`config.mk`:
```
export PLATFORM = sky130hd
export DESIGN_NAME = computer
export DESIGN_NICKNAME = d
export VERILOG_FILES = /design/src/rtl/computer_pkg.sv /design/src/rtl/computer_rx_buffer.sv /design/src/rtl/computer.sv
export SDC_FILE = /design/constraint.sdc
export NUM_CORES = 1
export LEC_CHECK = 0
export CAP_MARGIN = 25
export CELL_PAD_IN_SITES_DETAIL_PLACEMENT = 0
export CELL_PAD_IN_SITES_GLOBAL_PLACEMENT = 1
export CORE_ASPECT_RATIO = 0.5
export CORE_MARGIN = 3
export CORE_UTILIZATION = 45
export CTS_BUF_LIST = sky130_fd_sc_hd__clkbuf_4 sky130_fd_sc_hd__clkbuf_8 sky130_fd_sc_hd__clkbuf_16
export DETAILED_ROUTE_END_ITERATION = 6
export PLACE_DENSITY = 0.83
export SLEW_MARGIN = 20
export SYNTH_ARGS = -nofsm -noshare
export SYNTH_HDL_FRONTEND = slang
export SYNTH_HIERARCHICAL = 1
export SYNTH_SLANG_ARGS = --single-unit
```
`constraint.sdc`:
```
create_clock -name clk -period 8.4 [get_ports clk]
set_input_delay 0.84 -clock clk [delete_from_list [all_inputs] [get_ports clk]]
set_output_delay 0.84 -clock clk [all_outputs]
set_load 0.01 [all_outputs]
```
`src/rtl/computer_pkg.sv`:
```
// Shared types and helpers for the computer network node endpoint.
// Contents: FSM state enum, {id,value} word field positions, and
// pack/unpack helpers for the 32-bit packet format used on every port.
package computer_pkg;

  typedef enum logic [1:0] {
    S_IDLE,
    S_RECV,
    S_ANNOUNCE,
    S_SEND
  } state_e;

  localparam int unsigned ID_HI  = 31;
  localparam int unsigned ID_LO  = 16;
  localparam int unsigned VAL_HI = 15;
  localparam int unsigned VAL_LO = 0;

  function automatic logic [31:0] pack_word(input logic [15:0] id, input logic [15:0] val);
    return {id, val};
  endfunction

  function automatic logic [15:0] word_id(input logic [31:0] w);
    return w[ID_HI:ID_LO];
  endfunction

  function automatic logic [15:0] word_val(input logic [31:0] w);
    return w[VAL_HI:VAL_LO];
  endfunction

endpackage

```
`src/rtl/computer_rx_buffer.sv`:
```
// Receive buffer: DEPTH x 16 register file, synchronous write at the
// internal write pointer, asynchronous read at rd_addr.
// Ports:
//   clk, rst  - clock, synchronous active-high reset (clears pointer only)
//   clr       - clear the write pointer at the end of a burst
//   we, wdata - write wdata at the current pointer and advance it
//   rd_addr   - read address (driven by the transmit counter)
//   rd_data   - word at rd_addr
//   wr_cnt    - number of words written since the last clear
module computer_rx_buffer
  import computer_pkg::*;
#(
  parameter int unsigned DEPTH = 16,
  localparam int unsigned AW = $clog2(DEPTH),
  localparam int unsigned CW = AW + 1
) (
  input  logic          clk,
  input  logic          rst,
  input  logic          clr,
  input  logic          we,
  input  logic [15:0]   wdata,
  input  logic [AW-1:0] rd_addr,
  output logic [15:0]   rd_data,
  output logic [CW-1:0] wr_cnt
);

  logic [15:0] mem [DEPTH];

  // Write pointer; one extra bit so a full buffer (DEPTH words) is representable.
  always_ff @(posedge clk) begin
    if (rst || clr) begin
      wr_cnt <= '0;
    end else if (we) begin
      wr_cnt <= wr_cnt + CW'(1);
    end
  end

  // Storage carries no reset; contents are only read after being written.
  always_ff @(posedge clk) begin
    if (we) begin
      mem[wr_cnt[AW-1:0]] <= wdata;
    end
  end

  assign rd_data = mem[rd_addr];

endmodule

```
`src/rtl/computer.sv`:
```
// Network node endpoint: accepts a burst announcement, captures the burst
// from the announced sender, then re-announces and re-transmits it under
// this node's id with each payload offset by node_id (mod 2^16).
// Optional feature macro: COMPUTER_CHECKSUM_EN - announce length+1 and
// append one word carrying the XOR of all transformed payloads.
// Ports:
//   clk, rst           - clock, synchronous active-high reset
//   node_id, max_node  - this node's id and network size (static)
//   control_rx_packet  - {sender, length} burst announcement, 0 = idle
//   control_tx_packet  - {node_id, length} one-cycle announce, registered
//   data_rx_node_id    - sender of the burst being received, registered
//   data_rx_packet     - {sender, payload}, sender 0 = no word
//   data_tx_packet     - {node_id, transformed payload}, registered
module computer
  import computer_pkg::*;
#(
  parameter int unsigned DEPTH = 16
) (
  input  logic        clk,
  input  logic        rst,
  input  logic [15:0] node_id,
  input  logic [15:0] max_node,
  input  logic [31:0] control_rx_packet,
  output logic [31:0] control_tx_packet,
  output logic [15:0] data_rx_node_id,
  input  logic [31:0] data_rx_packet,
  output logic [31:0] data_tx_packet
);

  localparam int unsigned AW = $clog2(DEPTH);
  localparam int unsigned CW = AW + 1;

  state_e        state_q, state_d;
  logic [15:0]   sender_q, sender_d;
  logic [15:0]   len_q, len_d;
  logic [CW-1:0] rd_cnt_q, rd_cnt_d;
  logic [15:0]   csum_q, csum_d;
  logic [31:0]   ctrl_tx_d;
  logic [15:0]   rx_id_d;
  logic [31:0]   data_tx_d;

  logic          buf_we_c;
  logic          buf_clr_c;
  logic [15:0]   buf_rd_data;
  logic [CW-1:0] buf_wr_cnt;

  logic          node_ok_c;
  logic          ctrl_ok_c;
  logic          data_hit_c;
  logic          last_c;
  logic          csum_word_c;
  logic [15:0]   xformed_c;
  logic [15:0]   ann_len_c;

  computer_rx_buffer #(.DEPTH(DEPTH)) u_rx_buffer (
    .clk     (clk),
    .rst     (rst),
    .clr     (buf_clr_c),
    .we      (buf_we_c),
    .wdata   (word_val(data_rx_packet)),
    .rd_addr (rd_cnt_q[AW-1:0]),
    .rd_data (buf_rd_data),
    .wr_cnt  (buf_wr_cnt)
  );

  // Acceptance and transmit-side qualifiers.
  always_comb begin
    node_ok_c  = (node_id != 16'd0) && (node_id <= max_node);
    ctrl_ok_c  = node_ok_c
                 && (word_id(control_rx_packet) != 16'd0)
                 && (word_val(control_rx_packet) != 16'd0)
                 && (word_val(control_rx_packet) <= 16'(DEPTH));
    data_hit_c = (word_id(data_rx_packet) == sender_q);
    xformed_c  = buf_rd_data + node_id;
`ifdef COMPUTER_CHECKSUM_EN
    ann_len_c   = len_q + 16'd1;
    csum_word_c = (16'(rd_cnt_q) == len_q);
    last_c      = (16'(rd_cnt_q) == len_q + 16'd1);
`else
    ann_len_c   = len_q;
    csum_word_c = 1'b0;
    last_c      = (16'(rd_cnt_q) == len_q);
`endif
  end

  // Next-state and next-output logic.
  always_comb begin
    state_d   = state_q;
    sender_d  = sender_q;
    len_d     = len_q;
    rd_cnt_d  = rd_cnt_q;
    csum_d    = csum_q;
    ctrl_tx_d = '0;
    rx_id_d   = data_rx_node_id;
    data_tx_d = data_tx_packet;
    buf_we_c  = 1'b0;
    buf_clr_c = 1'b0;

    unique case (state_q)
      S_IDLE: begin
        data_tx_d = '0;
        if (ctrl_ok_c) begin
          sender_d = word_id(control_rx_packet);
          len_d    = word_val(control_rx_packet);
          rx_id_d  = word_id(control_rx_packet);
          state_d  = S_RECV;
        end
      end

      S_RECV: begin
        if (data_hit_c) begin
          buf_we_c = 1'b1;
          // This edge captures the final word, so announce immediately.
          if (16'(buf_wr_cnt) + 16'd1 == len_q) begin
            rx_id_d   = '0;
            ctrl_tx_d = pack_word(node_id, ann_len_c);
            state_d   = S_ANNOUNCE;
          end
        end
      end

      S_ANNOUNCE: begin
        // rd_cnt_q is 0 here, so the buffer presents word 0.
        data_tx_d = pack_word(node_id, xformed_c);
        csum_d    = xformed_c;
        rd_cnt_d  = CW'(1);
        state_d   = S_SEND;
      end

      S_SEND: begin
        if (last_c) begin
          data_tx_d = '0;
          rd_cnt_d  = '0;
          csum_d    = '0;
          buf_clr_c = 1'b1;
          state_d   = S_IDLE;
          // Back-to-back acceptance on the edge that re-enters IDLE.
          if (ctrl_ok_c) begin
            sender_d = word_id(control_rx_packet);
            len_d    = word_val(control_rx_packet);
            rx_id_d  = word_id(control_rx_packet);
            state_d  = S_RECV;
          end
        end else if (csum_word_c) begin
          data_tx_d = pack_word(node_id, csum_q);
          rd_cnt_d  = rd_cnt_q + CW'(1);
        end else begin
          data_tx_d = pack_word(node_id, xformed_c);
          csum_d    = csum_q ^ xformed_c;
          rd_cnt_d  = rd_cnt_q + CW'(1);
        end
      end

      default: state_d = S_IDLE;
    endcase
  end

  // State and registered outputs.
  always_ff @(posedge clk) begin
    if (rst) begin
      state_q           <= S_IDLE;
      sender_q          <= '0;
      len_q             <= '0;
      rd_cnt_q          <= '0;
      csum_q            <= '0;
      control_tx_packet <= '0;
      data_rx_node_id   <= '0;
      data_tx_packet    <= '0;
    end else begin
      state_q           <= state_d;
      sender_q          <= sender_d;
      len_q             <= len_d;
      rd_cnt_q          <= rd_cnt_d;
      csum_q            <= csum_d;
      control_tx_packet <= ctrl_tx_d;
      data_rx_node_id   <= rx_id_d;
      data_tx_packet    <= data_tx_d;
    end
  end

endmodule

```
==> results of run 1 <==
## cell usage after synthesis, types with 26 or more instances
| master | number |
|---|---|
| nand2_1 | 52 |
| a21oi_1 | 37 |
| nor2_1 | 53 |
| dfxtp_1 | 124 |
| edfxtp_1 | 256 |
| ha_1 | 44 |
| xnor2_1 | 29 |
| inv_1 | 26 |
| clkbuf_1 | 38 |
| and2_1 | 50 |
| mux4_2 | 53 |
| a22oi_1 | 37 |
## metrics by stage
step | total power [mW] | setup WS (ns) | hold slack, ns | util [%]
after floorplan | 2.31 | 4.83 | 0.431 | -
after global placement | 2.44 | 3.72 | 0.445 | 52.3
after detailed placement | 2.45 | 3.66 | 0.452 | 52.6
after CTS | 4.06 | 3.65 | 0.463 | 55.9
after global routing | 4.18 | 3.35 | 0.479 | 56.2
final | 4.02 | 3.68 | 0.461 | 56.2
## layer usage
layer | track usage (%) | up-vias | part of all wire [%]
li1 | - | 4577 | -
met1 | 27.0 | 5000 | 42
met2 | 34.4 | 323 | 49
met3 | 4.39 | 67 | 7.0
met4 | 5.83 | 0 | 2.4
met5 | 0 | - | 0
## layout make-up
cell class	count	area (um2)
Clock buffer	41	921
Clock inverter	22	239
Fill cell	2731	15300
Inverter	26	97.6
Multi-Input combinational cell	640	5590
Sequential cell	380	10200
Tap cell	475	594
Timing Repair Buffer	191	1970
## worst paths after layout
kind | from | to | cells after the start
max | rd_cnt_q[0] | data_tx_packet[14] | 12
min | data_tx_packet[5] | data_tx_packet[5] | 2
max reg2reg | rd_cnt_q[0] | data_tx_packet[14] | 12
min reg2reg | data_tx_packet[5] | data_tx_packet[5] | 2
## state kept, by name, indices dropped and copies added, names as in the netlist
register            flops
sender_q               16
data_rx_node_id        16
u_rx_buffer/wr_cnt      5
ann_len_c              16
u_rx_buffer/mem       256
rd_cnt_q                5
data_tx_packet         32
state_q                 2
control_tx_packet      32
## power breakdown
group	switching, mW	internal (mW)
Clock	0.688	0.918
Sequential	0.0170	2.00
Combinational	0.212	0.183
## worst register-to-register path, stage by stage, from the launching register on
cell and delay [ns]:
dfxtp_4 0.66, buf_4 0.75, mux4_1 0.66, a22oi_1 0.19
nand2_1 0.12, fa_1 0.45, a21oi_1 0.23, o21ai_0 0.19
o41ai_1 0.58, a31oi_1 0.23, a31oi_1 0.24, mux2i_1 0.22
o21ai_1 0.08
## kinds of logic after synthesis
group	count (synthesis)
flip-flops	380
AND/OR/NAND/NOR	305
AO/OA/AOI/OAI	152
multiplexers	89
buffers and inverters	84
adder cells (fa/ha/maj)	45
XOR/XNOR	39
other	1
==> reports/metrics.cfg, run 1 <==
[run_status]
status=finished clean

[placed_design]
dpl_cell_area_mm2=0.0183
place_congestion=0.838
post-place-cells=1707
post-dp-hpwl_mm=25.3
port_buffers=177

[routing]
dr.pass1.iters=6
routedWlPerCell_um=22.1
vias=9967
drt-vias-per-instance=5.62
routed_wl_mm=39.2
antenna_left=0
drt_iter0_markers=742
drcViolationCount=0

[clock_tree]
clock_path_buffers=3
hold_buffers=0
root_buffer=clkbuf_16
clock_latency_ns=0.54
post_cts_resize_count=0
htree_levels=2
clock-sinks=380
clkTransAtPathRegs_ns=0.07
cts_buffers=35
cts_tree=yes
post-cts-setup-buffers=0

[power_and_ir_drop]
p_leak_nw=6.45
vdd_drop_max_uv=113
power-per-cell-area_mw_per_mm2=206

[timing]
period_share_pct=56.2
setup_viol=0
max_freq_mhz=212
hold_violations=0
slew_headroom_pct=27.7
final.setup.tns_ns=0
slew_viol_final=0
worstMarginPinSlew_ns=1.08
post-route-min-period_ns=4.72
fin_skew_ns=0.0142
rsz0062_at_grt=false

[synthesis]
synth_seq_cells=380
ys_warn_count=6
synth_area_leaders=edfxtp_1, dfxtp_1, mux4_2
ys_types=69
netlist_area_mm2=0.0161
ys_seq_area_share_pct=63.2
yosysTopAreaCellShare_pct=47.8
synth-xor-area-share_pct=2.12
ys_async_sr_fraction_pct=0
synthSimpleGateAreaFrac_pct=10.8
synth_fa_ha_area_share_pct=3.55
synth_mux_area_share_pct=10.8
synth_edf_count=256
synth_compound_area_share_pct=7.00
synth.avg_cell_area_um2=14.7
synth_top_cell_by_area=edfxtp_1
synthCells=1095
synth_top_family_by_area=simple AND/OR/NAND/NOR gates
ys.flop_type=edfxtp_1

[critical_path]
cp.arrival_ns=5.13
cp-end-kind=register
cp_cell_sequence=buf_4, mux4_1, a22oi_1, nand2_1, fa_1, a21oi_1, o21ai_0, o41ai_1, a31oi_1, a31oi_1, mux2i_1, o21ai_1
cp_common_cell=a31oi_1
critPathMaxFanout=44
crit_type=register to register
ff2ff_setup_slack_ns=3.68
start_kind=register
critPathBufInv=1
cp_top_family=compound AO/OA/AOI/OAI gates
crit_slowest_cell=buf_4
crit_path_max_incr_delay_ns=0.74
required_ns=8.81

[floorplanning]
core_area_mm2=0.0348
rows=48
die_w_um=273
initial_core_util_pct=46.2
die_h_um=140
die_area_mm2=0.0382
io_pins=178

[final_layout]
area_growth_pct=21.7
nNetsFinal=1417
final_cell_area_mm2=0.0196
mostFrequentLayoutCells=edfxtp_1, clkdlybuf4s50_1, dfxtp_1, mux4_2
insertedDiodeCount=0
final_common_cell=edfxtp_1
drive_gt1_share_pct=11.4
finalNonFillerCells=1775

[hold_path]
hp-class=register to register

[global_routing]
grt_overflow=0
grt_util_all_layers_pct=20.5
grt_pass1_vias=10200
antenna_found_initial=0
grt_pass1_wl_mm=60.1
grt_start_max_net_pins=109

[run]
maxCapViolations=0

Power figures use the tool's default switching activity.
==> run 2: changes to the inputs <==
==> constraint.sdc (replaced) <==
create_clock -name clk -period 4.4 [get_ports clk]
set_input_delay 0.44 -clock clk [delete_from_list [all_inputs] [get_ports clk]]
set_output_delay 0.44 -clock clk [all_outputs]
set_load 0.01 [all_outputs]
==> run 2 against run 1 <==
Net effect: clock skew rose by 0.0062 ns; sequential share of layout area fell by 0.50 points; first-iteration DRC count rose by 36%; power rose by 94%; combinational power rose by 96%; non-clock buffer count rose by 24; flip-flop and latch count did not move; die area did not move; cell area rose by 0.97%; largest power group unchanged.
==> reports/metrics.cfg, run 2 (synthesis gave the netlist of run 1 again) <==
[clock_tree]
hold_buffers=0
htree_levels=2
clock-sinks=380
cts_buffers=36
clock_latency_ns=0.55
clock_path_buffers=3
cts_tree=yes
post_cts_resize_count=0
clkTransAtPathRegs_ns=0.06
root_buffer=clkbuf_16
post-cts-setup-buffers=0

[floorplanning]
die_area_mm2=0.0382
initial_core_util_pct=46.2
rows=48
die_h_um=140
die_w_um=273
io_pins=178
core_area_mm2=0.0348

[timing]
max_freq_mhz=257
worstMarginPinSlew_ns=0.997
slew_headroom_pct=33.6
period_share_pct=88.3
hold_ws_ns=0.243
rsz0062_at_grt=false
slew_viol_final=0
final.setup.tns_ns=0
hold_violations=0
setup_viol=0
postLayoutSetupSlackWorst_ns=0.513
post-route-min-period_ns=3.89
fin_skew_ns=0.0204

[critical_path]
crit_slowest_cell=mux4_1
crit_type=register to register
cp.arrival_ns=4.30
critPathBufInv=1
cp_cell_sequence=buf_4, mux4_1, a22oi_1, nand2_1, ha_1, o21a_1, a2111oi_4, nor4b_1, or4_1, o2111ai_1, o221ai_2
crit_path_max_incr_delay_ns=0.61
cp.depth=11
rr_worst_depth=11
start_kind=register
cp-end-kind=register
required_ns=4.81
cp_top_family=compound AO/OA/AOI/OAI gates
critPathMaxFanout=18

[run]
maxCapViolations=0

[placed_design]
post-place-ws_ns=0.529
port_buffers=177
dpl_cell_area_mm2=0.0185
post-dp-hpwl_mm=26.6
post-place-cells=1735
place_congestion=0.814

[power_and_ir_drop]
switching_share_pct=22.8
combPwrFrac_pct=9.9
vdd_drop_max_uv=232
p_leak_nw=6.60
seq_power_share_pct=49.3
p_clk_share_pct=40.7
p_int_mw=6.03
power_mw=7.81
p_sw_mw=1.78
power-per-cell-area_mw_per_mm2=395

[global_routing]
grt_util_all_layers_pct=21.3
antenna_found_initial=1
grt_pass1_vias=10500
grt_pass1_wl_mm=62.4
grt_overflow=0
grt_start_max_net_pins=109

[routing]
drt-vias-per-instance=5.68
vias=10200
antenna_left=0
drcViolationCount=0
routed_wl_mm=40.7
routedWlPerCell_um=22.6
drt_iter0_markers=1010
dr.pass1.iters=5

[final_layout]
area_growth_pct=22.9
final_cell_area_mm2=0.0198
finalNonFillerCells=1801
largest_register_ffs=256
insertedDiodeCount=0
drive_gt1_share_pct=12.8
nNetsFinal=1442
final_common_cell=edfxtp_1
mostFrequentLayoutCells=edfxtp_1, clkdlybuf4s50_1, dfxtp_1, nor2_1, mux4_2
finalCoreUtilization_pct=56.7

[hold_path]
min_path_cells=2
hp-class=primary input to register

[run_status]
status=finished clean

-- run 2: final timing paths --
check	from	to	slack (ns)
worst max-delay path	rd_cnt_q[0]	data_tx_packet[15]	0.51
worst min register to register	data_tx_packet[14]	data_tx_packet[14]	0.46
worst max register to register	rd_cnt_q[0]	data_tx_packet[15]	0.51
worst min-delay path	rst	ann_len_c[2]	0.24
-- run 2: final cells by class --
| class | count | area, um2 |
|---|---|---|
| repair buffers | 215 | 2110 |
| well taps | 475 | 594 |
| flip-flops and latches | 380 | 10200 |
| fillers | 2722 | 15100 |
| clock buffers | 47 | 1030 |
| inverters | 26 | 97.6 |
| multi-input cells | 640 | 5570 |
| clock inverters | 18 | 194 |
-- run 2: layer usage --
layer / routed length [um] / global-route usage, % / vias to the layer above / share of wire [%]
li1: - / - / 4630 / -
met4: 1050 / 6.53 / 2 / 2.6
met1: 16900 / 28.1 / 5114 / 41
met5: 12 / 0 / - / 0.029
met3: 3010 / 4.08 / 77 / 7.4
met2: 19800 / 36.0 / 400 / 49
-- run 2: power groups by stage --
stage | clock (mW) | combinational [mW] | sequential, mW
floorplan | 0 | 0.488 | 3.93
global placement | 0 | 0.739 | 3.93
detailed placement | 0 | 0.757 | 3.93
CTS | 3.25 | 0.764 | 3.85
global route | 3.40 | 0.841 | 3.86
finish | 3.18 | 0.775 | 3.85
==> run 3: changes to the inputs <==
--- a/config.mk
+++ b/config.mk
@@ -10,12 +10,13 @@
 export CELL_PAD_IN_SITES_GLOBAL_PLACEMENT = 1
 export CORE_ASPECT_RATIO = 0.5
 export CORE_MARGIN = 3
-export CORE_UTILIZATION = 45
+export CORE_UTILIZATION = 40
 export CTS_BUF_LIST = sky130_fd_sc_hd__clkbuf_4 sky130_fd_sc_hd__clkbuf_8 sky130_fd_sc_hd__clkbuf_16
 export DETAILED_ROUTE_END_ITERATION = 6
-export PLACE_DENSITY = 0.83
+export PLACE_DENSITY = 0.76
 export SLEW_MARGIN = 20
 export SYNTH_ARGS = -nofsm -noshare
 export SYNTH_HDL_FRONTEND = slang
 export SYNTH_HIERARCHICAL = 1
 export SYNTH_SLANG_ARGS = --single-unit
+export TNS_END_PERCENT = 20
==> run 3 against run 2 <==
Net effect: utilization shrank 6.4 points; worst setup slack got worse by 0.056 ns; flip-flop and latch count unchanged; clock skew rose by 0.0033 ns; power grew 0.47%; cell area grew 0.14%; clock-buffer cell count shrank 1; first-iteration DRC count is 27% lower; non-clock buffer count shrank 6; critical path type unchanged; largest power group unchanged.
==> reports/metrics.cfg, run 3 (synthesis gave the netlist of run 1 again) <==
[final_layout]
final_common_cell=edfxtp_1
mostFrequentLayoutCells=edfxtp_1, clkdlybuf4s50_1, dfxtp_1, mux4_2
register_area_mm2=0.0102
drive_gt1_share_pct=12.4
fillers=3263
area_growth_pct=23.0
multi_input_area_mm2=0.00557
insertedDiodeCount=0
nNetsFinal=1436
largest_register_ffs=256

[placed_design]
port_buffers=177
place_congestion=0.827
post-dp-hpwl_mm=26.3

[timing]
final.setup.tns_ns=0
hold_violations=0
hold_ws_ns=0.461
period_share_pct=89.6
post-route-min-period_ns=3.94
rsz0062_at_grt=false
worstMarginPinSlew_ns=1.03
max_freq_mhz=254
setup_viol=0
fin_skew_ns=0.0237
slew_headroom_pct=31.5
slew_viol_final=0

[floorplanning]
io_pins=178
initial_core_util_pct=40.9
core_area_mm2=0.0393
rows=51
die_area_mm2=0.0428
die_h_um=148
die_w_um=290

[clock_tree]
cts_tree=yes
clock_latency_ns=0.55
root_buffer=clkbuf_16
htree_levels=2
clock_path_buffers=3
clkTransAtPathRegs_ns=0.06
post-cts-setup-buffers=0
clock-sinks=380
cts_buffers=36
post_cts_resize_count=0
hold_buffers=0

[critical_path]
crit_path_max_incr_delay_ns=0.56
required_ns=4.78
cp_cell_sequence=buf_4, mux4_1, a22oi_1, nand2_1, fa_1, a21oi_1, o21ai_0, o41ai_1, a31oi_1, a31oi_1, mux2i_1, o21ai_1
cp-end-kind=register
cp_common_cell=a31oi_1
crit_slowest_cell=mux4_1
cp.arrival_ns=4.32
crit_type=register to register
critPathMaxFanout=13
ff2ff_setup_slack_ns=0.46
start_kind=register

[routing]
dr.pass1.iters=5
routed_wl_mm=40.6
drt_iter0_markers=738
drt-vias-per-instance=5.45
antenna_left=0
drcViolationCount=0
vias=10100
routedWlPerCell_um=21.9

[power_and_ir_drop]
p_leak_nw=6.57
vdd_drop_max_uv=265
power-per-cell-area_mw_per_mm2=396

[hold_path]
hp-class=register to register

[global_routing]
grt_util_all_layers_pct=18.9
grt_overflow=0
grt_pass1_wl_mm=61.9
antenna_found_initial=0
grt_start_max_net_pins=96
grt_pass1_vias=10300

[run]
maxCapViolations=0

[run_status]
status=finished clean

run 3: power by group:
group | total, mW | internal [mW] | leakage [nW] | switching, mW
registers | 3.85 | 3.83 | 3.30 | 0.0244
clock network | 3.23 | 1.88 | 0.611 | 1.35
logic | 0.768 | 0.357 | 2.65 | 0.411
run 3: final cells by class:
type | count | share of cell area [%]
multi-input cells | 640 | 28.1
repair buffers | 209 | 10.3
clock buffers | 46 | 5.11
well taps | 530 | 3.35
inverters | 26 | 0.493
clock inverters | 19 | 1.16
flip-flops and latches | 380 | 51.4
run 3: worst paths after layout:
check	endpoint	startpoint	cells after the start
max reg2reg	data_tx_packet[14]	rd_cnt_q[0]	12
min	data_tx_packet[9]	data_tx_packet[9]	2
min reg2reg	data_tx_packet[9]	data_tx_packet[9]	2
max	data_tx_packet[14]	rd_cnt_q[0]	12
run 3: metrics by stage:
step           std cells  util (%)  worst slack (ns)  power (mW)  area (um2)
2_1_floorplan       1104         -             0.828        4.41       16100
3_3_place_gp        1785      47.2             0.575        4.67       18500
3_5_place_dp        1785      47.2             0.467        4.69       18500
4_1_cts             1850      50.3             0.450        7.91       19800
5_1_grt             1850      50.4             0.115        8.14       19800
6_report            1850      50.4             0.457        7.85       19800
run 3: layer usage:
| layer | GRT usage, % | routed length (um) | up-vias |
|---|---|---|---|
| met5 | 0 | 0 | - |
| met1 | 24.7 | 17000 | 5151 |
| li1 | - | - | 4601 |
| met3 | 4.02 | 2340 | 64 |
| met4 | 4.63 | 896 | 0 |
| met2 | 32.4 | 20300 | 265 |
run 3: critical path, delay by kind of cell, from the launching register on:
family          cells  cell delay [ns]
simple gates        1             0.14
mux                 2             0.76
compound gates      7             1.68
fa+ha+maj           1             0.45
buf+inv             1             0.25
flops               1             0.50
